File: config.mk
export PLATFORM = sky130hd
export DESIGN_NAME = thermo_ctrl
export DESIGN_NICKNAME = d
export VERILOG_FILES = /design/src/rtl/thermo_pkg.sv /design/src/rtl/thermo_chan.sv /design/src/rtl/thermo_ctrl.sv
export SDC_FILE = /design/constraint.sdc
export NUM_CORES = 1
export LEC_CHECK = 0
export CAP_MARGIN = 40
export CORE_UTILIZATION = 47
export CTS_BUF_LIST = sky130_fd_sc_hd__clkbuf_4 sky130_fd_sc_hd__clkbuf_8 sky130_fd_sc_hd__clkbuf_16
export DETAILED_ROUTE_END_ITERATION = 7
export PLACE_DENSITY_LB_ADDON = 0.1
export SKIP_CTS_REPAIR_TIMING = 1
export SLEW_MARGIN = 25
export SYNTH_ARGS = -nofsm -noshare
export SYNTH_HDL_FRONTEND = slang
export SYNTH_SLANG_ARGS = --single-unit
File: constraint.sdc
create_clock -name clk -period 1.9 [get_ports clk]
set_clock_uncertainty 0.15 [all_clocks]
set_input_delay 0.285 -clock clk [delete_from_list [all_inputs] [get_ports clk]]
set_output_delay 0.285 -clock clk [all_outputs]
set_load 0.02 [all_outputs]
File: src/rtl/thermo_pkg.sv
// thermo_pkg: shared mode encoding and default thresholds for the thermostat controller
package thermo_pkg;
  typedef enum logic [1:0] {IDLE = 2'b00, COOL = 2'b01, HEAT = 2'b10} mode_t;
  localparam int DEF_HEAT_ON  = 12;
  localparam int DEF_COOL_ON  = 18;
  localparam int DEF_HEAT_OFF = 20;
  localparam int DEF_COOL_OFF = 14;
  localparam int DEF_EMERG_HI = 26;
  localparam int DEF_EMERG_LO = 8;
endpackage

File: src/rtl/thermo_chan.sv
// thermo_chan: one thermostat channel (mode register, dwell counter, hysteresis/emergency next-state)
//   clk/rst: clock, sync active-high reset; en: channel enable; valid: sample strobe; inp: W-bit sample
//   out: registered mode; changed: pulse when mode changes; hold: dwell counter nonzero
module thermo_chan
  import thermo_pkg::*;
#(
  parameter int W = 5,
  parameter int DWELL = 4,
  parameter logic [W-1:0] HEAT_ON  = W'(DEF_HEAT_ON),
  parameter logic [W-1:0] COOL_ON  = W'(DEF_COOL_ON),
  parameter logic [W-1:0] HEAT_OFF = W'(DEF_HEAT_OFF),
  parameter logic [W-1:0] COOL_OFF = W'(DEF_COOL_OFF),
  parameter logic [W-1:0] EMERG_HI = W'(DEF_EMERG_HI),
  parameter logic [W-1:0] EMERG_LO = W'(DEF_EMERG_LO)
) (
  input  logic         clk,
  input  logic         rst,
  input  logic         en,
  input  logic         valid,
  input  logic [W-1:0] inp,
  output logic [1:0]   out,
  output logic         changed,
  output logic         hold
);
  localparam int DW = $clog2(DWELL + 1);
  mode_t mode, hys, tgt;
  logic emg;
  logic [DW-1:0] dwell;
  always_comb begin
    emg = (mode == HEAT && inp > EMERG_HI) || (mode == COOL && inp < EMERG_LO);
    hys = mode == IDLE ? (inp < HEAT_ON ? HEAT : inp > COOL_ON ? COOL : IDLE)
        : mode == HEAT ? (inp > HEAT_OFF ? IDLE : HEAT)
        : (inp < COOL_OFF ? IDLE : COOL);
    // emergency always flips to the opposite active mode, ahead of hysteresis
    tgt = emg ? (mode == HEAT ? COOL : HEAT) : hys;
  end
  always_ff @(posedge clk) begin
    if (rst) begin
      mode    <= IDLE;
      dwell   <= '0;
      changed <= 1'b0;
    end else if (!en) begin
      mode    <= IDLE;
      dwell   <= '0;
      changed <= mode != IDLE;
    end else if (valid && (emg || (dwell == '0 && hys != mode))) begin
      mode    <= tgt;
      dwell   <= DW'(DWELL);
      changed <= 1'b1;
    end else begin
      dwell   <= dwell == '0 ? dwell : dwell - DW'(1);
      changed <= 1'b0;
    end
  end
  assign out  = mode;
  assign hold = |dwell;
endmodule

File: src/rtl/thermo_ctrl.sv
// thermo_ctrl: N independent hysteresis thermostat channels with dwell and emergency override
//   en/inp_valid: per-channel enable and sample strobe; inp: channel c sample at [c*W +: W]
//   out: channel c mode at [2c +: 2]; changed: per-channel change pulse; hold: per-channel dwell active
module thermo_ctrl
  import thermo_pkg::*;
#(
  parameter int W = 5,
  parameter int N = 2,
  parameter int DWELL = 4,
  parameter logic [W-1:0] HEAT_ON  = W'(DEF_HEAT_ON),
  parameter logic [W-1:0] COOL_ON  = W'(DEF_COOL_ON),
  parameter logic [W-1:0] HEAT_OFF = W'(DEF_HEAT_OFF),
  parameter logic [W-1:0] COOL_OFF = W'(DEF_COOL_OFF),
  parameter logic [W-1:0] EMERG_HI = W'(DEF_EMERG_HI),
  parameter logic [W-1:0] EMERG_LO = W'(DEF_EMERG_LO)
) (
  input  logic           clk,
  input  logic           rst,
  input  logic [N-1:0]   en,
  input  logic [N*W-1:0] inp,
  input  logic [N-1:0]   inp_valid,
  output logic [2*N-1:0] out,
  output logic [N-1:0]   changed,
  output logic [N-1:0]   hold
);
  for (genvar c = 0; c < N; c++) begin : g_ch
    thermo_chan #(
      .W(W), .DWELL(DWELL),
      .HEAT_ON(HEAT_ON), .COOL_ON(COOL_ON), .HEAT_OFF(HEAT_OFF),
      .COOL_OFF(COOL_OFF), .EMERG_HI(EMERG_HI), .EMERG_LO(EMERG_LO)
    ) u_chan (
      .clk(clk),
      .rst(rst),
      .en(en[c]),
      .valid(inp_valid[c]),
      .inp(inp[c*W +: W]),
      .out(out[2*c +: 2]),
      .changed(changed[c]),
      .hold(hold[c])
    );
  end
endmodule

# Word level (Yosys, flattened, before mapping)
# Index checks and enable logic that the tools add are counted.
# Widths: inputs -> output; s select.
[op_classes]
addsub = 2
n_mul = 0
div_mod_pow = 0
n_lt_le_gt_ge = 12
eq_ne = 8
n_shift = 0
n_mux = 24
bitwise_logic = 2
reduce_logical = 24
[ops]
columns = ["cell", "n"]
rows = [
  ["$gt 5x5->1 const B", 6],
  ["$lt 5x4->1 const B", 6],
  ["$mux 2", 12],
  ["$mux 3", 4],
  ["$reduce_or 3->1", 4],
  ["$logic_and 1x1->1", 8],
  ["$mux 1", 8],
  ["$logic_not 3->1", 2],
  ["$sub 3x1->3 const B", 2],
  ["$eq 2x1->1 const B", 2],
  ["$eq 2x2->1 const B", 2],
  ["$logic_not 2->1", 2],
  ["$logic_or 1x1->1", 4],
  ["$ne 2x2->1", 2],
  ["$ne 2x2->1 const B", 2],
  ["$reduce_bool 2->1", 2],
  ["$reduce_or 2->1", 2],
  ["$not 1->1", 2],
]
[word_totals]
ff_bits = 12
latchBits = 0
ramBits = 0
romBits = 0
inputBits = 16
out_inout_bits = 8
wordCells = 80
memories = 0

# Logic depth before layout (Yosys ltp)
# Gate-level depths: netlist of the first run.
[logic_depth]
word_depth = 10
depth_mapped = 7
ltp_nobuf = 7

# Modules after synthesis
# From an unflattened synthesis of the first run, not the netlist that was laid out.
[hier_totals]
hier_cells = 120
hier_area_um2 = 1028.5
[by_module_without_submodules]
columns = ["mod", "instances", "cells_each", "area_each_um2", "seq_area_each_um2"]
rows = [
  ["thermo_chan", 2, 60, 514.2, 120.1],
]

# Worst setup path before layout of the first run
# OpenSTA, ideal clock, no wires.
[synth_path]
path_type = "reg-to-reg"
start = "reg g_ch[0].u_chan.mode[0]"
end = "reg g_ch[0].u_chan.mode[0]"
setup_ps = 117
arrival_ps = 1501
required_time_ps = 1633
slack_ps = 132
path_stages_with_launch = 6
n_path_buf = 0
synth_period_minus_slack_ps = 1768
path_cell_list = "dfxtp_1 > nand2b_2 > or3_4 > a31oi_4 > o21ai_1 > a32o_1"
[synth_via]
elab_chain_cells = 7
word_cells_on_any_way = 14
classes_between = "eq/ne: 3; mux: 4; reduce/logical: 7"
[synth_lines]
columns = ["element", "line_no", "text"]
rows = [
  ["start, declared", "thermo_chan.sv:26", "mode_t mode, hys, tgt;"],
  ["start signal, assigned", "thermo_chan.sv:47", "mode <= tgt;"],
  ["$eq 2x2->1", "thermo_chan.sv:30, thermo_chan.sv:32, thermo_chan.sv:35", ""],
  ["$mux 2", "thermo_chan.sv:32", ": mode == HEAT ? (inp > HEAT_OFF ? IDLE : HEAT)"],
  ["$mux 2", "thermo_chan.sv:31", "hys = mode == IDLE ? (inp < HEAT_ON ? HEAT : inp > COOL_ON ? COOL : IDLE)"],
  ["$ne 2x2->1", "thermo_chan.sv:46", "end else if (valid && (emg || (dwell == '0 && hys != mode))) begin"],
  ["$logic_and 1x1->1", "thermo_chan.sv:46", ""],
  ["$logic_or 1x1->1", "thermo_chan.sv:46", ""],
  ["$logic_and 1x1->1", "thermo_chan.sv:46", ""],
]
# Several ways; a longest one is shown, not always the timed one.
# A chain may end at the register's enable or synchronous reset.

# Final worst setup path of the first run
[layout_path]
start = "reg g_ch[1].u_chan.mode[1]"
end = "out out[3]"
[layout_rtl]
columns = ["element", "line_no", "text"]
rows = [
  ["start, declared", "thermo_chan.sv:26", ""],
  ["start signal, assigned", "thermo_chan.sv:47", ""],
  ["end, declared", "thermo_ctrl.sv:22", "output logic [2*N-1:0] out,"],
]
# No word-level cell between the ends.

==> results of run 1 <==
==> kinds of logic after synthesis <==
kind of cell	Yosys count	share of synthesized area, %
compound gates	39	37.8
simple gates	33	19.3
buf+inv	13	7.10
flops	12	26.2
fa+ha+maj	5	6.56
xor+xnor	2	1.91
mux	1	1.09
==> cells in the mapped netlist (2+ instances only) <==
cell type	n	share of area [%]
dfxtp_1	12	26
nor2_1	11	4.5
inv_1	8	3.3
nand2b_1	7	4.8
a211oi_1	6	4.9
nor3_1	6	3.3
a21oi_1	5	2.7
buf_4	4	3.3
ha_1	4	5.5
o21ai_0	4	2.2
a2111oi_0	2	1.9
a21o_1	2	1.6
a31oi_1	2	1.4
nor2b_1	2	1.4
o21a_1	2	1.6
o21bai_1	2	1.6
xnor2_1	2	1.9
==> layer usage <==
metal	global-route usage, %	up-vias	share of wire [%]
met2	31.5	19	46
met5	0	-	0
met1	28.5	428	50
met3	2.75	2	2.4
met4	9.41	0	0.94
li1	-	469	-
==> cells in the final DEF, fill, tap and decap left out, drive strengths merged, types with 2 or more instances in the layout <==
cell / instances
clkdlybuf4s50: 12
nor2: 11
a2111oi: 3
ha: 4
o21bai: 2
o21ai: 6
a211oi: 6
nor3: 6
buf: 18
clkbuf: 3
xnor2: 2
a21oi: 6
a31oi: 3
nor2b: 2
dlymetal6s2s: 11
dfxtp: 12
o21a: 3
nand2b: 8
a21o: 2
inv: 8
==> worst reg2reg max path, cell delays in order (launching register included) <==
cell and delay, ps:
dfxtp_1 350, inv_1 70, ha_1 210, nand2b_1 130, a21boi_2 230, a221oi_4 110
buf_4 160, a211oi_1 190, nor2_1 60
==> per-stage QoR <==
stage	hold WS [ps]	utilization (%)	power, uW	TNS, ps	instance area (sq um)
CTS	355	72.9	709	-391	1300
detailed placement	345	71.6	560	-2300	1280
global route	377	75.3	750	0	1340
floorplan	207	-	445	0	916
finish	351	75.3	706	0	1340
global placement	335	71.6	554	-1910	1280
==> power by group <==
part	switching [uW]	leakage, uW	internal [uW]
clock	77.9	0.0000138	73.2
sequential	12.2	0.0000980	265
combinational	134	0.000498	144
total	224	0.000609	483
==> flip-flops by register name, summed over array words and instances (netlist names) <==
name	cells
g_ch.u_chan.changed	2
g_ch.u_chan.dwell	6
g_ch.u_chan.out	4
==> area by class of cell <==
| class | instances | area share, % |
|---|---|---|
| repair buffers | 41 | 29.3 |
| well taps | 25 | 2.33 |
| flip-flops and latches | 12 | 18.0 |
| inverters | 8 | 2.24 |
| clock buffers | 3 | 1.68 |
| multi-input cells | 80 | 46.5 |
==> final timing paths <==
path,from,end,slack (ps),cells after the start
hold / removal,g_ch[1].u_chan.dwell[1],g_ch[1].u_chan.dwell[1],350,2
setup / recovery,g_ch[1].u_chan.out[1],out[3],70,1
setup reg to reg,g_ch[1].u_chan.dwell[0],g_ch[1].u_chan.dwell[2],130,8
hold reg to reg,g_ch[1].u_chan.dwell[1],g_ch[1].u_chan.dwell[1],350,2
==> flow_metrics.env, run 1 <==
export IMPL_htree_levels=1
export IMPL_critPathTopFamily="buffers and inverters"
export IMPL_pre_cts_slack_ps=-316
export IMPL_slew_limit_headroom_pct=69.5
export IMPL_start_util_pct=51.4
export IMPL_numClockSinks=12
export IMPL_drv_slew=0
export IMPL_dp_hpwl_um=1580
export IMPL_clk_latency_ps=260
export IMPL_grt_max_degree=12
export IMPL_pwr_density_cell_mw_per_mm2=526
export IMPL_path_max_fanout=8
export IMPL_clockRootBuffer="clkbuf_4"
export IMPL_synthToLayoutAreaGrowth_pct=46.6
export IMPL_synth_cell_area_sq_um=916
export IMPL_cap_violations=0
export IMPL_cpMaxStageDelayCell="clkdlybuf4s50_1"
export IMPL_synth_nets=125
export IMPL_required_ps=1460
export IMPL_row_count=15
export IMPL_period_share_pct=96.4
export IMPL_fmax_mhz=546
export IMPL_clk_pin_slew_ps=70
export IMPL_hold_violations=0
export IMPL_path_buf_inv=1
export IMPL_track_usage_pct=20.6
export IMPL_yosysWarnings=0
export IMPL_die_w_um=46.1
export IMPL_holdCritPathClass="reg -> reg"
export IMPL_num_vias=918
export IMPL_worst_pin_slew_ps=445
export IMPL_stdcell_count=169
export IMPL_worst_ir_drop_vdd_uv=291
export IMPL_p_leak_uw=0.000609
export IMPL_fillers=132
export IMPL_die_area_sq_mm=0.00213
export IMPL_setup_violations=0
export IMPL_syn_area_per_cell_sq_um=8.72
export IMPL_cts_buffers=3
export IMPL_cts_buffer_depth=2
export IMPL_drt_pre_antenna_iters=4
export IMPL_synth_edff_count=0
export IMPL_num_nets_final=166
export IMPL_outcome="finished, final reports clean"
export IMPL_antenna_found_initial=0
export IMPL_start_kind="register"
export IMPL_synthCells=105
export IMPL_cts_tree="built"
export IMPL_drtIter0Drc=15
export IMPL_grt_first_pass_wirelength_um=3260
export IMPL_io_pins=24
export IMPL_arrival_ps=1400
export IMPL_max_stage_delay_ps=660
export IMPL_setup_ws_ps=69.0
export IMPL_wl_per_cell_um=12.0
export IMPL_path_cells="clkdlybuf4s50_1"
export IMPL_synth_top_flop_cell="dfxtp_1"
export IMPL_seq_area_sq_um=241
export IMPL_ys_async_sr_fraction_pct=0
export IMPL_routed_wl_um=2030
export IMPL_drive_gt1_share_pct=23.6
export IMPL_globalRouteOverflowTotal=0
export IMPL_port_buffers=23
export IMPL_rsz0062_at_grt="false"
export IMPL_final_antenna_net_count=0
export IMPL_drt_drc_violations_left=0
export IMPL_gp_congestion=0.820
export IMPL_multi_input_area_sq_um=624
export IMPL_viasPerCell=5.43
export IMPL_ys_seq_area_share_pct=26.2
export IMPL_place_inst=166
export IMPL_crit_path_end_kind="output pin"
export IMPL_ys_ff_latch=12
export IMPL_critPathKind="reg -> out"
export IMPL_die_y_um=46.1
export IMPL_grt_pass1_vias=784
export IMPL_synth_distinct_cells=41
export IMPL_design_core_area_sq_mm=0.00178
export IMPL_period_needed_ps=1830
export IMPL_n_antenna_cell=0
No activity file was read; power rests on OpenSTA's default activity.
==> inputs of run 2 (changes only) <==
--- a/config.mk
+++ b/config.mk
@@ -6,7 +6,7 @@
 export NUM_CORES = 1
 export LEC_CHECK = 0
 export CAP_MARGIN = 40
-export CORE_UTILIZATION = 47
+export CORE_UTILIZATION = 43
 export CTS_BUF_LIST = sky130_fd_sc_hd__clkbuf_4 sky130_fd_sc_hd__clkbuf_8 sky130_fd_sc_hd__clkbuf_16
 export DETAILED_ROUTE_END_ITERATION = 7
 export PLACE_DENSITY_LB_ADDON = 0.1
==> flow_metrics.env, run 2 (synthesis gave the netlist of run 1 again) <==
export IMPL_clk_latency_ps=270
export IMPL_gp_congestion=0.899
export IMPL_cpMaxStageDelayCell="clkdlybuf4s50_1"
export IMPL_regMostFlops="g_ch.u_chan.dwell"
export IMPL_die_area_sq_mm=0.00232
export IMPL_die_y_um=48.2
export IMPL_io_pins=24
export IMPL_p_leak_uw=0.000576
export IMPL_final_antenna_net_count=0
export IMPL_fmax_mhz=538
export IMPL_path_max_fanout=4
export IMPL_htree_levels=1
export IMPL_grt_first_pass_wirelength_um=3190
export IMPL_synthToLayoutAreaGrowth_pct=46.4
export IMPL_dp_hpwl_um=1620
export IMPL_drt_drc_violations_left=0
export IMPL_globalRouteOverflowTotal=0
export IMPL_grt_pass1_vias=786
export IMPL_cap_violations=0
export IMPL_holdCritPathClass="in -> reg"
export IMPL_r2r_slack_ps=170
export IMPL_rsz0062_at_grt="false"
export IMPL_wl_per_cell_um=12.1
export IMPL_clk_pin_slew_ps=80
export IMPL_required_ps=1930
export IMPL_path_cells="clkdlybuf4s50_1, o21a_1, o211ai_1, a31oi_4, o21a_4, a2111oi_4"
export IMPL_drtIter0Drc=13
export IMPL_finalSetupTns_ps=0
export IMPL_postLayoutCoreUtil_pct=67.7
export IMPL_setup_violations=0
export IMPL_pwr_density_cell_mw_per_mm2=571
export IMPL_cts_buffer_depth=2
export IMPL_numClockSinks=12
export IMPL_period_share_pct=97.9
export IMPL_period_needed_ps=1860
export IMPL_largest_reg_flops=6
export IMPL_grt_max_degree=12
export IMPL_slew_limit_headroom_pct=68.8
export IMPL_design_core_area_sq_mm=0.00198
export IMPL_drive_gt1_share_pct=23.9
export IMPL_hold_violations=0
export IMPL_antenna_found_initial=0
export IMPL_die_w_um=48.2
export IMPL_track_usage_pct=19.8
export IMPL_worst_pin_slew_ps=456
export IMPL_total_power_uw=766
export IMPL_port_buffers=23
export IMPL_num_vias=917
export IMPL_clockRootBuffer="clkbuf_4"
export IMPL_max_stage_delay_ps=460
export IMPL_arrival_ps=1890
export IMPL_cts_buffers=3
export IMPL_drv_slew=0
export IMPL_start_kind="primary input"
export IMPL_crit_path_end_kind="register"
export IMPL_routed_wl_um=2050
export IMPL_num_nets_final=163
export IMPL_drt_pre_antenna_iters=4
export IMPL_viasPerCell=5.43
export IMPL_outcome="finished, final reports clean"
export IMPL_n_antenna_cell=0
export IMPL_worst_ir_drop_vdd_uv=575
export IMPL_row_count=16
export IMPL_start_util_pct=46.2
export IMPL_final_cell_mix="clkdlybuf4s50_1 (16), buf_4 (15), nor2_1 (11)"
export IMPL_layout_commonest_cell="clkdlybuf4s50_1"
export IMPL_cts_tree="built"
export IMPL_critPathKind="in -> reg"
-- run 2: changes by cell type in the layout (fill, tap and decap cells not counted), sizes merged --
cell           delta
clkdlybuf4s50     +4
dlymetal6s2s      -4
buf               -3
clkbuf            +1
-- run 2: cell type report --
| type | instances | area, sq um |
|---|---|---|
| flip-flops and latches | 12 | 243 |
| fillers | 162 | 641 |
| inverters | 8 | 30.0 |
| clock buffers | 4 | 36.3 |
| multi-input cells | 80 | 638 |
| well taps | 27 | 33.8 |
| repair buffers | 38 | 360 |
-- run 2: critical path, delay by kind of cell --
family                 cells  cell delay (ps)
AOI/OAI and AO/OA          5             1140
buffers and inverters      1              460
-- run 2: where the power goes --
part,switching (uW),total (uW),internal [uW]
logic,137,284,146
registers,12.2,277,265
clock network,88.9,205,116
-- run 2: final timing paths --
| check | from | to | cells past startpoint |
|---|---|---|---|
| worst min-delay path | inp[9] | g_ch[1].u_chan.out[0] | 4 |
| worst max-delay path | inp[0] | g_ch[0].u_chan.dwell[1] | 6 |
| worst max register to register | g_ch[1].u_chan.dwell[0] | g_ch[1].u_chan.dwell[1] | 7 |
| worst min register to register | g_ch[1].u_chan.dwell[0] | g_ch[1].u_chan.dwell[0] | 2 |
-- run 2: per-stage QoR --
stage	setup slack (ps)	instance area, sq um	std cells	hold WS, ps
floorplan	132	916	105	207
global placement	-235	1250	164	339
detailed placement	-261	1250	164	346
CTS	-206	1290	168	356
global route	6.31	1340	169	384
finish	40.7	1340	169	375
-- run 2: routing by layer --
metal,share of wire (%),track usage [%],vias up
met1,44,22.9,438
met3,2.1,5.56,2
met5,0,0,-
met2,53,34.4,13
met4,0.44,7.78,0
li1,-,-,464
==> inputs of run 3 (changes only) <==
--- a/config.mk
+++ b/config.mk
@@ -7,7 +7,6 @@
 export LEC_CHECK = 0
 export CAP_MARGIN = 40
 export CORE_UTILIZATION = 43
-export CTS_BUF_LIST = sky130_fd_sc_hd__clkbuf_4 sky130_fd_sc_hd__clkbuf_8 sky130_fd_sc_hd__clkbuf_16
 export DETAILED_ROUTE_END_ITERATION = 7
 export PLACE_DENSITY_LB_ADDON = 0.1
 export SKIP_CTS_REPAIR_TIMING = 1
==> results of run 3 <==
Final layout, timing and power as in run 2 (identical DEF).
